File: src/rtl/gru_hidden_seq.sv
// gru_hidden_seq
//   Sequencer for the GRU hidden-layer element datapath. Walks a vector of
//   vec_len elements, reads four operand buffers at the same address, feeds
//   the fixed-latency datapath one element per cycle, collects results in a
//   small FIFO and writes them back in address order under wr_ready
//   backpressure. Data (Q2.14) passes through bit-exact.
//
//   Handshakes:
//     rd_en   : single-cycle read strobe. Buffer read data must be settled by
//               the clock edge that closes the rd_en cycle; it is captured
//               into the dp_* registers there, so dp_en follows rd_en by
//               exactly one cycle.
//     dp_en / dp_result_valid : strobes only, no backpressure (datapath
//               cannot stall). An issue credit of FIFO_DEPTH guarantees every
//               issued element has a FIFO slot when its result arrives.
//     wr_en   : a write completes in every cycle where wr_en=1, and wr_en is
//               exactly (FIFO non-empty & wr_ready); wr_addr/wr_data are
//               valid whenever wr_en=1.
//
//   The reset input is named rst_n for legacy reasons but is ACTIVE-HIGH.

module gru_hidden_seq #(
    parameter int DATABIT    = 16,
    parameter int ADDRBIT    = 8,
    parameter int DP_LAT     = 6,
    parameter int FIFO_DEPTH = 8
) (
    input  logic               clk,
    input  logic               rst_n,
    input  logic               start,
    input  logic [ADDRBIT-1:0] vec_len,
    output logic               busy,
    output logic               done,
    output logic               ovf_err,
    output logic               rd_en,
    output logic [ADDRBIT-1:0] rd_addr,
    input  logic [DATABIT-1:0] mem_xt,
    input  logic [DATABIT-1:0] mem_htb,
    input  logic [DATABIT-1:0] mem_ht1,
    input  logic [DATABIT-1:0] mem_zt,
    output logic               dp_en,
    output logic [DATABIT-1:0] dp_xt,
    output logic [DATABIT-1:0] dp_htb,
    output logic [DATABIT-1:0] dp_ht1,
    output logic [DATABIT-1:0] dp_zt,
    input  logic               dp_result_valid,
    input  logic [DATABIT-1:0] dp_result,
    output logic               wr_en,
    output logic [ADDRBIT-1:0] wr_addr,
    output logic [DATABIT-1:0] wr_data,
    input  logic               wr_ready,
    output logic [1:0]         dbg_state
);

    localparam int PTRW = $clog2(FIFO_DEPTH);
    localparam int CNTW = PTRW + 1;
    localparam logic [CNTW-1:0] DEPTH_C = CNTW'(FIFO_DEPTH);

    // Reject parameter sets the credit scheme cannot handle.
    generate
        if (DP_LAT < 1 || FIFO_DEPTH < 2 || (FIFO_DEPTH & (FIFO_DEPTH - 1)) != 0) begin : g_param_check
            $error("gru_hidden_seq: DP_LAT must be >= 1 and FIFO_DEPTH a power of 2 >= 2");
        end
    endgenerate

    typedef enum logic [1:0] {
        S_IDLE  = 2'd0,
        S_ISSUE = 2'd1,
        S_DRAIN = 2'd2,
        S_DONE  = 2'd3
    } state_t;

    state_t             state_q, state_d;
    logic [ADDRBIT-1:0] len_q, len_d;
    logic [ADDRBIT-1:0] issue_cnt_q, issue_cnt_d;
    logic [ADDRBIT-1:0] wr_cnt_q, wr_cnt_d;
    logic [CNTW-1:0]    credit_q, credit_d;

    logic [PTRW-1:0]    fifo_wr_ptr_q, fifo_wr_ptr_d;
    logic [PTRW-1:0]    fifo_rd_ptr_q, fifo_rd_ptr_d;
    logic [CNTW-1:0]    fifo_cnt_q, fifo_cnt_d;
    logic [DATABIT-1:0] fifo_mem_q [FIFO_DEPTH];
    logic [DATABIT-1:0] fifo_mem_d [FIFO_DEPTH];
    logic               ovf_q, ovf_d;

    logic               dp_en_q, dp_en_d;
    logic [DATABIT-1:0] dp_xt_q, dp_xt_d;
    logic [DATABIT-1:0] dp_htb_q, dp_htb_d;
    logic [DATABIT-1:0] dp_ht1_q, dp_ht1_d;
    logic [DATABIT-1:0] dp_zt_q, dp_zt_d;

    logic               fifo_full;
    logic               fifo_empty;
    logic               rd_en_c;
    logic               wr_en_c;
    logic               push;
    logic               ovf_hit;

    // Issue/write strobes and FIFO status; everything else keys off these.
    always_comb begin
        fifo_full  = (fifo_cnt_q == DEPTH_C);
        fifo_empty = (fifo_cnt_q == '0);
        wr_en_c    = !fifo_empty && wr_ready;
        // Credit below depth means a FIFO slot is reserved for this element.
        rd_en_c    = (state_q == S_ISSUE) && (credit_q < DEPTH_C) && (issue_cnt_q != len_q);
        // A push into a full FIFO is still fine when the head leaves this cycle.
        push       = dp_result_valid && (!fifo_full || wr_en_c);
        ovf_hit    = dp_result_valid && fifo_full && !wr_en_c;
    end

    // Pass FSM plus issue/write counters.
    always_comb begin
        state_d     = state_q;
        len_d       = len_q;
        issue_cnt_d = issue_cnt_q;
        wr_cnt_d    = wr_cnt_q;
        unique case (state_q)
            S_IDLE: begin
                if (start) begin
                    len_d       = vec_len;
                    issue_cnt_d = '0;
                    wr_cnt_d    = '0;
                    state_d     = (vec_len == '0) ? S_DONE : S_ISSUE;
                end
            end
            S_ISSUE: begin
                if (rd_en_c) begin
                    issue_cnt_d = issue_cnt_q + 1'b1;
                    if (issue_cnt_d == len_q) begin
                        state_d = S_DRAIN;
                    end
                end
                // The last write always trails the last issue, so no exit here.
                if (wr_en_c) begin
                    wr_cnt_d = wr_cnt_q + 1'b1;
                end
            end
            S_DRAIN: begin
                if (wr_en_c) begin
                    wr_cnt_d = wr_cnt_q + 1'b1;
                    if (wr_cnt_d == len_q) begin
                        state_d = S_DONE;
                    end
                end
            end
            S_DONE: begin
                state_d = S_IDLE;
            end
            default: begin
                state_d = S_IDLE;
            end
        endcase
    end

    // Credit tracks elements in flight anywhere between read and write-back.
    always_comb begin
        credit_d = credit_q;
        if (rd_en_c && !wr_en_c) begin
            credit_d = credit_q + 1'b1;
        end else if (!rd_en_c && wr_en_c && (credit_q != '0)) begin
            credit_d = credit_q - 1'b1;
        end
    end

    // Result FIFO pointers, occupancy, storage and sticky overflow flag.
    always_comb begin
        fifo_wr_ptr_d = fifo_wr_ptr_q;
        fifo_rd_ptr_d = fifo_rd_ptr_q;
        fifo_cnt_d    = fifo_cnt_q;
        fifo_mem_d    = fifo_mem_q;
        ovf_d         = ovf_q | ovf_hit;
        if (push) begin
            fifo_mem_d[fifo_wr_ptr_q] = dp_result;
            fifo_wr_ptr_d             = fifo_wr_ptr_q + 1'b1;
        end
        if (wr_en_c) begin
            fifo_rd_ptr_d = fifo_rd_ptr_q + 1'b1;
        end
        unique case ({push, wr_en_c})
            2'b10:   fifo_cnt_d = fifo_cnt_q + 1'b1;
            2'b01:   fifo_cnt_d = fifo_cnt_q - 1'b1;
            default: fifo_cnt_d = fifo_cnt_q;
        endcase
    end

    // Operand registers: capture buffer data at the end of each rd_en cycle.
    always_comb begin
        dp_en_d  = rd_en_c;
        dp_xt_d  = rd_en_c ? mem_xt  : dp_xt_q;
        dp_htb_d = rd_en_c ? mem_htb : dp_htb_q;
        dp_ht1_d = rd_en_c ? mem_ht1 : dp_ht1_q;
        dp_zt_d  = rd_en_c ? mem_zt  : dp_zt_q;
    end

    // Control state registers.
    always_ff @(posedge clk or posedge rst_n) begin
        if (rst_n) begin
            state_q     <= S_IDLE;
            len_q       <= '0;
            issue_cnt_q <= '0;
            wr_cnt_q    <= '0;
            credit_q    <= '0;
        end else begin
            state_q     <= state_d;
            len_q       <= len_d;
            issue_cnt_q <= issue_cnt_d;
            wr_cnt_q    <= wr_cnt_d;
            credit_q    <= credit_d;
        end
    end

    // FIFO registers.
    always_ff @(posedge clk or posedge rst_n) begin
        if (rst_n) begin
            fifo_wr_ptr_q <= '0;
            fifo_rd_ptr_q <= '0;
            fifo_cnt_q    <= '0;
            ovf_q         <= 1'b0;
            for (int i = 0; i < FIFO_DEPTH; i++) begin
                fifo_mem_q[i] <= '0;
            end
        end else begin
            fifo_wr_ptr_q <= fifo_wr_ptr_d;
            fifo_rd_ptr_q <= fifo_rd_ptr_d;
            fifo_cnt_q    <= fifo_cnt_d;
            ovf_q         <= ovf_d;
            fifo_mem_q    <= fifo_mem_d;
        end
    end

    // Datapath operand registers.
    always_ff @(posedge clk or posedge rst_n) begin
        if (rst_n) begin
            dp_en_q  <= 1'b0;
            dp_xt_q  <= '0;
            dp_htb_q <= '0;
            dp_ht1_q <= '0;
            dp_zt_q  <= '0;
        end else begin
            dp_en_q  <= dp_en_d;
            dp_xt_q  <= dp_xt_d;
            dp_htb_q <= dp_htb_d;
            dp_ht1_q <= dp_ht1_d;
            dp_zt_q  <= dp_zt_d;
        end
    end

    assign busy      = (state_q != S_IDLE);
    assign done      = (state_q == S_DONE);
    assign ovf_err   = ovf_q;
    assign rd_en     = rd_en_c;
    assign rd_addr   = issue_cnt_q;
    assign dp_en     = dp_en_q;
    assign dp_xt     = dp_xt_q;
    assign dp_htb    = dp_htb_q;
    assign dp_ht1    = dp_ht1_q;
    assign dp_zt     = dp_zt_q;
    assign wr_en     = wr_en_c;
    assign wr_addr   = wr_cnt_q;
    assign wr_data   = fifo_mem_q[fifo_rd_ptr_q];
    assign dbg_state = state_q;

endmodule

File: config.mk
export PLATFORM = sky130hd
export DESIGN_NAME = gru_hidden_seq
export DESIGN_NICKNAME = d
export VERILOG_FILES = /design/src/rtl/gru_hidden_seq.sv
export SDC_FILE = /design/constraint.sdc
export NUM_CORES = 1
export LEC_CHECK = 0
export ABC_AREA = 0
export CORE_MARGIN = 5
export CORE_UTILIZATION = 30
export CTS_BUF_LIST = sky130_fd_sc_hd__clkbuf_4 sky130_fd_sc_hd__clkbuf_8
export DETAILED_ROUTE_END_ITERATION = 10
export PLACE_DENSITY = 0.58
export SLEW_MARGIN = 20
export SYNTH_ARGS = -nofsm -noshare
export SYNTH_HDL_FRONTEND = slang
export SYNTH_SLANG_ARGS = --single-unit
File: constraint.sdc
create_clock -name clk -period 15.2 [get_ports clk]
set_input_delay 3.04 -clock clk [delete_from_list [all_inputs] [get_ports clk]]
set_output_delay 3.04 -clock clk [all_outputs]
set_load 0.05 [all_outputs]
==> impl_metrics.toml, run 1 <==
[synth]
synth_area_per_cell_um2 = 14.4
syn_nets = 876
synth_top_area_share = 0.531
netlist_instances = 768
synth_top_area_cell = "dfrtp_1"
async_reset_ff_frac = 1.00
yosys-top-cells-count = "234 x dfrtp_1, 218 x mux2_2, 35 x nand2_1"
synthTopCellsByArea = "dfrtp_1 53%, mux2_2 22%, mux4_2 6.5%, ha_1 1.6%, xnor2_1 1.3%"
ys.flop_type = "dfrtp_1"
ys_seq_elements = 234
yosysSeqAreaShare = 0.531
ys_types = 71
netlist_area_um2 = 11000
yosysMostFrequentCell = "dfrtp_1"
synth_edf_count = 0
yosysWarnings = 0

[placement]
port_buffers = 196
gp_congestion = 0.717
hpwl_um = 17300
dp_cells = 1393

[detailed_routing]
vias = 7039
vias_per_cell = 4.78
drtIter0Drc = 228
met1Wirelength_um = 12100
route.detailed.drc = 0
ant_nets = 0
highest_layer = "met4"
routed_wl_um = 27000
post_drt_wl_per_cell_um = 18.3
met2_length_um = 12300
dr_wl_met3_um = 2190
drt-pass1-iter-count = 4

[grt]
grt_antenna_before_repair = 0
grt_pass1_vias = 7805
grt_remaining_overflow = 0
grt_pass1_wl_um = 44300
grt_max_degree = 110
track_usage = 0.134

[cts]
cts_tree = "done"
root_buffer = "clkbuf_8"
clkLatencyLatePin_ns = 0.56
post_cts_resized = 0
holdBufCountCts = 0
cts_buffer_depth = 3
cts_max_level = 2
cts_made_buffers = 45
cts.sinks = 234
path_clk_slew_ns = 0.06
post-cts-setup-buffers = 0

[sta]
slew_headroom = 0.257
fin_skew_ns = 0.0254
rsz0062_at_grt = "false"
fmax_ghz = 0.126
min_period_ns = 7.91
finalSetupViolCount = 0
tns_ns = 0
tightest_slew_ns = 1.11
hold_viol = 0
post-route-period-util = 0.520
slew_viol_final = 0

[floorplanning]
io_pins = 197
die_height_um = 202
start_util = 0.303
rows = 70
design.core.area_um2 = 36400
fp.dieW_um = 202
fp.dieArea_um2 = 40700

[finish]
post-route-util = 0.395
nets = 1080
layout-drive-gt1-share = 0.360
diodes = 0
final_cells = 1474
num-fill-cells = 3508
area_growth_pct = 30.3

[job]
maxCapViolCount = 0

[critical_path]
path_max_fanout = 15
worst_ep_required_time_ns = 12.16
worst-endpoint-arrival_ns = 4.87
start_kind = "input port"
critPathKind = "input port to primary output"
cp-end-kind = "primary output"

[power_and_ir_drop]
ir_worst_vdd_mv = 0.136
p_per_area_nw_per_um2 = 259
power.leakage_uw = 0.00593

[outcome]
outcome = "finished clean"

[hold_path]
hold_path.class = "register to register"
-- critical path: stages --
cell             delay, ns
clkdlybuf4s50_1       0.51
o41ai_4               0.21
inv_2                 0.25
clkdlybuf4s50_1       0.84
-- flip-flops by register name, indices dropped and copies added (netlist names), 4 cells and up --
| name | count |
|---|---|
| rd_addr | 8 |
| dp_htb | 16 |
| dp_zt | 16 |
| fifo_mem_q | 128 |
| wr_addr | 8 |
| credit_q | 4 |
| dp_ht1 | 16 |
| fifo_cnt_q | 4 |
| len_q | 8 |
| dp_xt | 16 |
-- area by class of cell --
cell class / count / area (µm²) / share of cell area
well taps: 468 / 586 / 0.0407
multi-input cells: 474 / 4850 / 0.337
clock inverters: 8 / 100 / 0.00696
flip-flops and latches: 234 / 5860 / 0.407
repair buffers: 203 / 2010 / 0.140
inverters: 14 / 65.1 / 0.00453
clock buffers: 73 / 905 / 0.0629
-- metal layers --
| layer | global-route usage | vias up |
|---|---|---|
| met5 | 0 | - |
| met4 | 0.0337 | 0 |
| met3 | 0.0521 | 36 |
| met2 | 0.206 | 179 |
| met1 | 0.178 | 3570 |
| li1 | - | 3254 |
-- metrics by stage --
stage               area, µm²  setup WS [ns]  total power, µW  hold slack, ns
global placement        13400           7.30             3040           0.460
detailed placement      13400           7.28             3070           0.468
floorplan               11000           5.74             2520           0.452
CTS                     14400           7.28             3780           0.482
global route            14400           7.22             3950           0.509
finish                  14400           7.29             3720           0.479
-- logic make-up (layout without fill, tap and decap cells) --
kind of cell             after synthesis  after routing  share of synthesized area
buffers and inverters                 60            298                     0.0306
XOR/XNOR                              31             31                     0.0246
AO/OA/AOI/OAI                         74             74                     0.0496
adder cells (fa/ha/maj)               15             15                     0.0177
flip-flops                           234            234                      0.531
AND/OR/NAND/NOR                       99             99                     0.0539
multiplexers                         255            255                      0.293
-- cells in the final DEF, fill, tap and decap left out, drive strengths merged, types with 5 or more instances in the layout --
cell type        n
dfrtp          234
mux2           220
clkdlybuf4s50  196
clkbuf          73
nand2           36
mux4            32
o21ai           20
xnor2           16
inv             16
xor2            15
ha              14
a21oi           12
nor2            12
nor2b            7
buf              7
nand4            7
nand3            7
and3             6
nor4             5
a31oi            5
-- power by group --
part	internal [µW]	switching, µW
Combinational	846	1040
Clock	411	270
Sequential	931	218
Total	2190	1530
-- final timing paths --
kind / cells past startpoint / to / slack [ns] / startpoint
min reg2reg: 1 / ovf_err$_DFF_PP0_ / 0.48 / ovf_err$_DFF_PP0_
min: 1 / ovf_err$_DFF_PP0_ / 0.48 / ovf_err$_DFF_PP0_
max in group asynchronous: 3 / fifo_mem_q[123]$_DFFE_PP0P_ / 10.76 / rst_n
min in group asynchronous: 2 / dp_xt[15]$_DFFE_PP0P_ / 3.05 / rst_n
max: 4 / wr_en / 7.29 / wr_ready
max reg2reg: 8 / rd_addr[7]$_DFFE_PP0P_ / 12.05 / dbg_state[1]$_DFFE_PP0P_
(Power assumes the default switching activity.)
==> inputs of run 2 (changes only) <==
- PLACE_DENSITY: 0.58 -> 0.6
- clock period: 15.2 -> 7.11 ns (I/O delays scaled with it)
==> impl_metrics.toml, run 2 (synthesis gave the netlist of run 1 again) <==
[hold_path]
hp-start = "fifo_mem_q[17]$_DFFE_PP0P_"
hold_path.class = "register to register"

[finish]
regArea_um2 = 5860
final_cell_mix = "233 x dfrtp_1, 218 x mux2_2, 196 x clkdlybuf4s50_1"
top_register = "fifo_mem_q"
area_growth_pct = 29.1
layout-drive-gt1-share = 0.356
multiInputGateArea_um2 = 4850
post-route-util = 0.391
diodes = 0
nets = 1080
layout_commonest_cell = "dfrtp_1"
num-fill-cells = 3461
largest_reg_flops = 128

[placement]
gp_congestion = 0.736
port_buffers = 196
hpwl_um = 17600

[grt]
grt_antenna_before_repair = 1
grt_max_degree = 117
grt_pass1_wl_um = 43100
grt_remaining_overflow = 0
grt_pass1_vias = 7547
track_usage = 0.131

[sta]
post-route-period-util = 0.679
finalSetupViolCount = 0
fin_skew_ns = 0.0252
slew_headroom = 0.338
hold_viol = 0
fmax_ghz = 0.207
tightest_slew_ns = 0.991
min_period_ns = 4.83
rsz0062_at_grt = "false"
slew_viol_final = 0
tns_ns = 0

[power_and_ir_drop]
power.leakage_uw = 0.00586
comb_power_share = 0.513
power.share.sequential = 0.321
switching_share = 0.418
switchingPower_uw = 3240
p_per_area_nw_per_um2 = 545
pwr-share-clk = 0.165
ir_worst_vdd_mv = 0.303
p_int_uw = 4520

[job]
maxCapViolCount = 0

[critical_path]
regToRegStartpoint = "dbg_state[1]$_DFFE_PP0P_"
start_kind = "register"
crit_path_top_delay_cell = "dfrtp_2"
worst-endpoint-arrival_ns = 3.41
cp_slowest_stage_delay_ns = 0.87
critPathKind = "register to primary output"
cp-startpoint = "fifo_rd_ptr_q[0]$_DFFE_PP0P_"
cp-end-kind = "primary output"
worst_ep_required_time_ns = 5.69
path_max_fanout = 22
path_cells = "buf_4 -> mux4_2 -> mux2_2 -> clkdlybuf4s50_1"

[detailed_routing]
routed_wl_um = 26900
drt-pass1-iter-count = 4
post_drt_wl_per_cell_um = 18.3
route.detailed.drc = 0
drtIter0Drc = 375
vias_per_cell = 4.79
vias = 7030
ant_nets = 0

[cts]
clkLatencyLatePin_ns = 0.55
cts.sinks = 234
cts_max_level = 2
cts_tree = "done"
path_clk_slew_ns = 0.06
cts_made_buffers = 43
root_buffer = "clkbuf_8"
holdBufCountCts = 0
cts_buffer_depth = 3
post_cts_resized = 0
post-cts-setup-buffers = 0

[floorplanning]
fp.dieArea_um2 = 40700
io_pins = 197
design.core.area_um2 = 36400
start_util = 0.303
rows = 70
die_height_um = 202
fp.dieW_um = 202

[outcome]
outcome = "finished clean"
==> run 2: cell types whose count changed in the layout (fill, tap and decap cells not counted) <==
cell	before	now
buf_12	0	1
buf_4	7	8
bufinv_16	2	1
clkbuf_4	16	13
clkbuf_8	57	48
clkinv_2	4	8
clkinvlp_4	0	3
inv_8	2	0
==> run 2: critical path: cells and delay by family, from the launching register on <==
kind	cells	cell delay, ns
flops	1	0.87
mux	2	0.84
buf+inv	2	1.14
==> run 2: final timing paths <==
kind / depth (start not counted) / slack [ns] / endpoint
min: 1 / 0.48 / fifo_mem_q[17]$_DFFE_PP0P_
min in group asynchronous: 2 / 1.25 / dp_zt[1]$_DFFE_PP0P_
max reg2reg: 8 / 3.95 / rd_addr[7]$_DFFE_PP0P_
min reg2reg: 1 / 0.48 / fifo_mem_q[17]$_DFFE_PP0P_
max in group asynchronous: 3 / 4.59 / fifo_rd_ptr_q[0]$_DFFE_PP0P_
max: 4 / 2.28 / wr_data[8]
==> run 2: area by class of cell <==
| cell class | instances | area share |
|---|---|---|
| Clock buffer | 61 | 0.0532 |
| Clock inverter | 12 | 0.00659 |
| Inverter | 14 | 0.00430 |
| Multi-Input combinational cell | 474 | 0.340 |
| Sequential cell | 234 | 0.411 |
| Tap cell | 468 | 0.0411 |
| Timing Repair Buffer | 205 | 0.143 |
==> run 2: stage by stage <==
stage / setup WS [ns] / hold WS, ns / instance area, µm² / total power (µW) / std cells
floorplan: 2.62 / 0.452 / 11000 / 5380 / 768
global placement: 2.45 / 0.464 / 13400 / 6490 / 1395
detailed placement: 2.42 / 0.471 / 13400 / 6560 / 1395
CTS: 2.11 / 0.484 / 14200 / 7900 / 1468
global route: 2.03 / 0.491 / 14200 / 8230 / 1468
finish: 2.28 / 0.483 / 14200 / 7770 / 1468
==> run 2: power groups by stage <==
stage / clock network [µW] / logic, µW / registers [µW]
3_5_place_dp: 0 / 4040 / 2520
2_1_floorplan: 0 / 2330 / 3060
3_3_place_gp: 0 / 4000 / 2500
6_report: 1290 / 3990 / 2500
4_1_cts: 1350 / 4050 / 2510
5_1_grt: 1410 / 4230 / 2600
==> run 2: layer usage <==
metal | up-vias | part of all wire | track usage
met5 | - | 0.00026 | 0
met2 | 184 | 0.47 | 0.208
li1 | 3239 | - | -
met4 | 2 | 0.023 | 0.0366
met3 | 58 | 0.077 | 0.0491
met1 | 3547 | 0.43 | 0.167
==> inputs of run 3 (changes only) <==
- PLACE_DENSITY: 0.6 -> 0.58
- clock period: 7.11 -> 5 ns (I/O delays scaled with it)
==> impl_metrics.toml, run 3 (synthesis gave the netlist of run 1 again) <==
[detailed_routing]
post_drt_wl_per_cell_um = 18.7
drtIter0Drc = 250
route.detailed.drc = 0
routed_wl_um = 27400
drt-pass1-iter-count = 4
ant_nets = 0
vias = 7088
vias_per_cell = 4.83

[floorplanning]
fp.dieArea_um2 = 40700
fp.dieW_um = 202
start_util = 0.303
io_pins = 197
rows = 70
design.core.area_um2 = 36400
die_height_um = 202

[cts]
cts_max_level = 2
cts_made_buffers = 43
cts_tree = "done"
post_cts_resized = 0
holdBufCountCts = 0
post-cts-setup-buffers = 0
cts_buffer_depth = 3
cts.sinks = 234
root_buffer = "clkbuf_8"
clkLatencyLatePin_ns = 0.57
path_clk_slew_ns = 0.06

[power_and_ir_drop]
p_per_area_nw_per_um2 = 779
power.leakage_uw = 0.00587
ir_worst_vdd_mv = 0.447

[finish]
area_growth_pct = 29.4
regArea_um2 = 5860
final_cell_mix = "233 x dfrtp_1, 218 x mux2_2, 196 x clkdlybuf4s50_1"
layout-drive-gt1-share = 0.354
final_cell_area_um2 = 14300
top_register = "fifo_mem_q"
multiInputGateArea_um2 = 4850
layout_commonest_cell = "dfrtp_1"
nets = 1081
largest_reg_flops = 128
num-fill-cells = 3496

[grt]
grt_pass1_vias = 7752
grt_antenna_before_repair = 0
grt_max_degree = 129
grt_remaining_overflow = 0
grt_pass1_wl_um = 44300
track_usage = 0.135

[sta]
fin_hold_ws_ns = 0.474
fin_ws_ns = 1.01
fin_skew_ns = 0.0178
rsz0062_at_grt = "false"
hold_viol = 0
fmax_ghz = 0.251
tns_ns = 0
slew_headroom = 0.311
min_period_ns = 3.99
finalSetupViolCount = 0
post-route-period-util = 0.798
tightest_slew_ns = 1.03
slew_viol_final = 0

[critical_path]
cp_top_family = "buffers and inverters"
cp_slowest_stage_delay_ns = 0.83
worst_ep_required_time_ns = 4.00
critPathKind = "register to primary output"
crit_path_top_delay_cell = "clkdlybuf4s50_1"
worst-endpoint-arrival_ns = 2.99
path_cells = "inv_1 -> ha_1 -> inv_1 -> a211oi_4 -> buf_4 -> clkdlybuf4s50_1"
cp_common_cell = "inv_1"
crit_buf_inv = 4
start_kind = "register"
path_max_fanout = 13
cp-end-kind = "primary output"

[placement]
gp_congestion = 0.748
place_ws_ns = 1.11
placed_area_um2 = 13400
port_buffers = 196
hpwl_um = 17700

[outcome]
outcome = "finished clean"

[hold_path]
hold_path.class = "register to register"

[job]
maxCapViolCount = 0
## run 3: cell types whose count changed in the layout (fill, tap and decap cells not counted)
cell / previous run / this run
buf_12: 1 / 3
buf_4: 8 / 7
bufinv_16: 1 / 0
clkbuf_4: 13 / 14
clkbuf_8: 48 / 53
clkinv_2: 8 / 0
clkinvlp_4: 3 / 2
diode_2: 0 / 1
## run 3: final timing paths
check | depth (start not counted) | end | from | slack (ns)
min reg2reg | 1 | ovf_err$_DFF_PP0_ | ovf_err$_DFF_PP0_ | 0.47
max in group asynchronous | 3 | fifo_mem_q[45]$_DFFE_PP0P_ | rst_n | 3.26
max | 6 | rd_en | dbg_state[1]$_DFFE_PP0P_ | 1.01
min in group asynchronous | 2 | dp_htb[13]$_DFFE_PP0P_ | rst_n | 0.75
min | 1 | ovf_err$_DFF_PP0_ | ovf_err$_DFF_PP0_ | 0.47
max reg2reg | 9 | rd_addr[7]$_DFFE_PP0P_ | dbg_state[1]$_DFFE_PP0P_ | 1.95
## run 3: per-layer routing
metal / GRT usage / wire [µm] / vias to the layer above
met5: 0 / 0 / -
met4: 0.0415 / 538 / 0
met3: 0.0486 / 2090 / 41
met2: 0.210 / 12700 / 196
met1: 0.177 / 12000 / 3617
li1: - / - / 3234
## run 3: metrics by stage
step	total power, µW	utilization	std cells
2_1_floorplan	7660	-	768
3_3_place_gp	9290	0.368	1396
3_5_place_dp	9380	0.368	1396
4_1_cts	11300	0.392	1465
5_1_grt	11800	0.392	1465
6_report	11100	0.392	1466
## run 3: layout make-up
cell class / instances / share of cell area
Sequential cell: 234 / 0.410
Multi-Input combinational cell: 474 / 0.339
Timing Repair Buffer: 206 / 0.145
Clock buffer: 67 / 0.0584
Tap cell: 468 / 0.0410
Inverter: 14 / 0.00429
Clock inverter: 2 / 0.00114
Antenna cell: 1 / 0.000175
## run 3: report_power, final
part           total (µW)  switching [µW]  leakage, µW  internal (µW)
clock network        1840             791     0.000450           1050
logic                5780            3190      0.00260           2590
registers            3500             664      0.00282           2830
total               11100            4650      0.00587           6470
## run 3: worst register-to-register path, cell delays in order, from the launching register on
cell and delay, ns:
dfrtp_1 0.42, inv_1 0.12, ha_1 0.40, inv_1 0.22
a211oi_4 0.19, buf_4 0.24, buf_4 0.70, nand4_1 0.25
mux2_2 0.32, o22ai_1 0.12
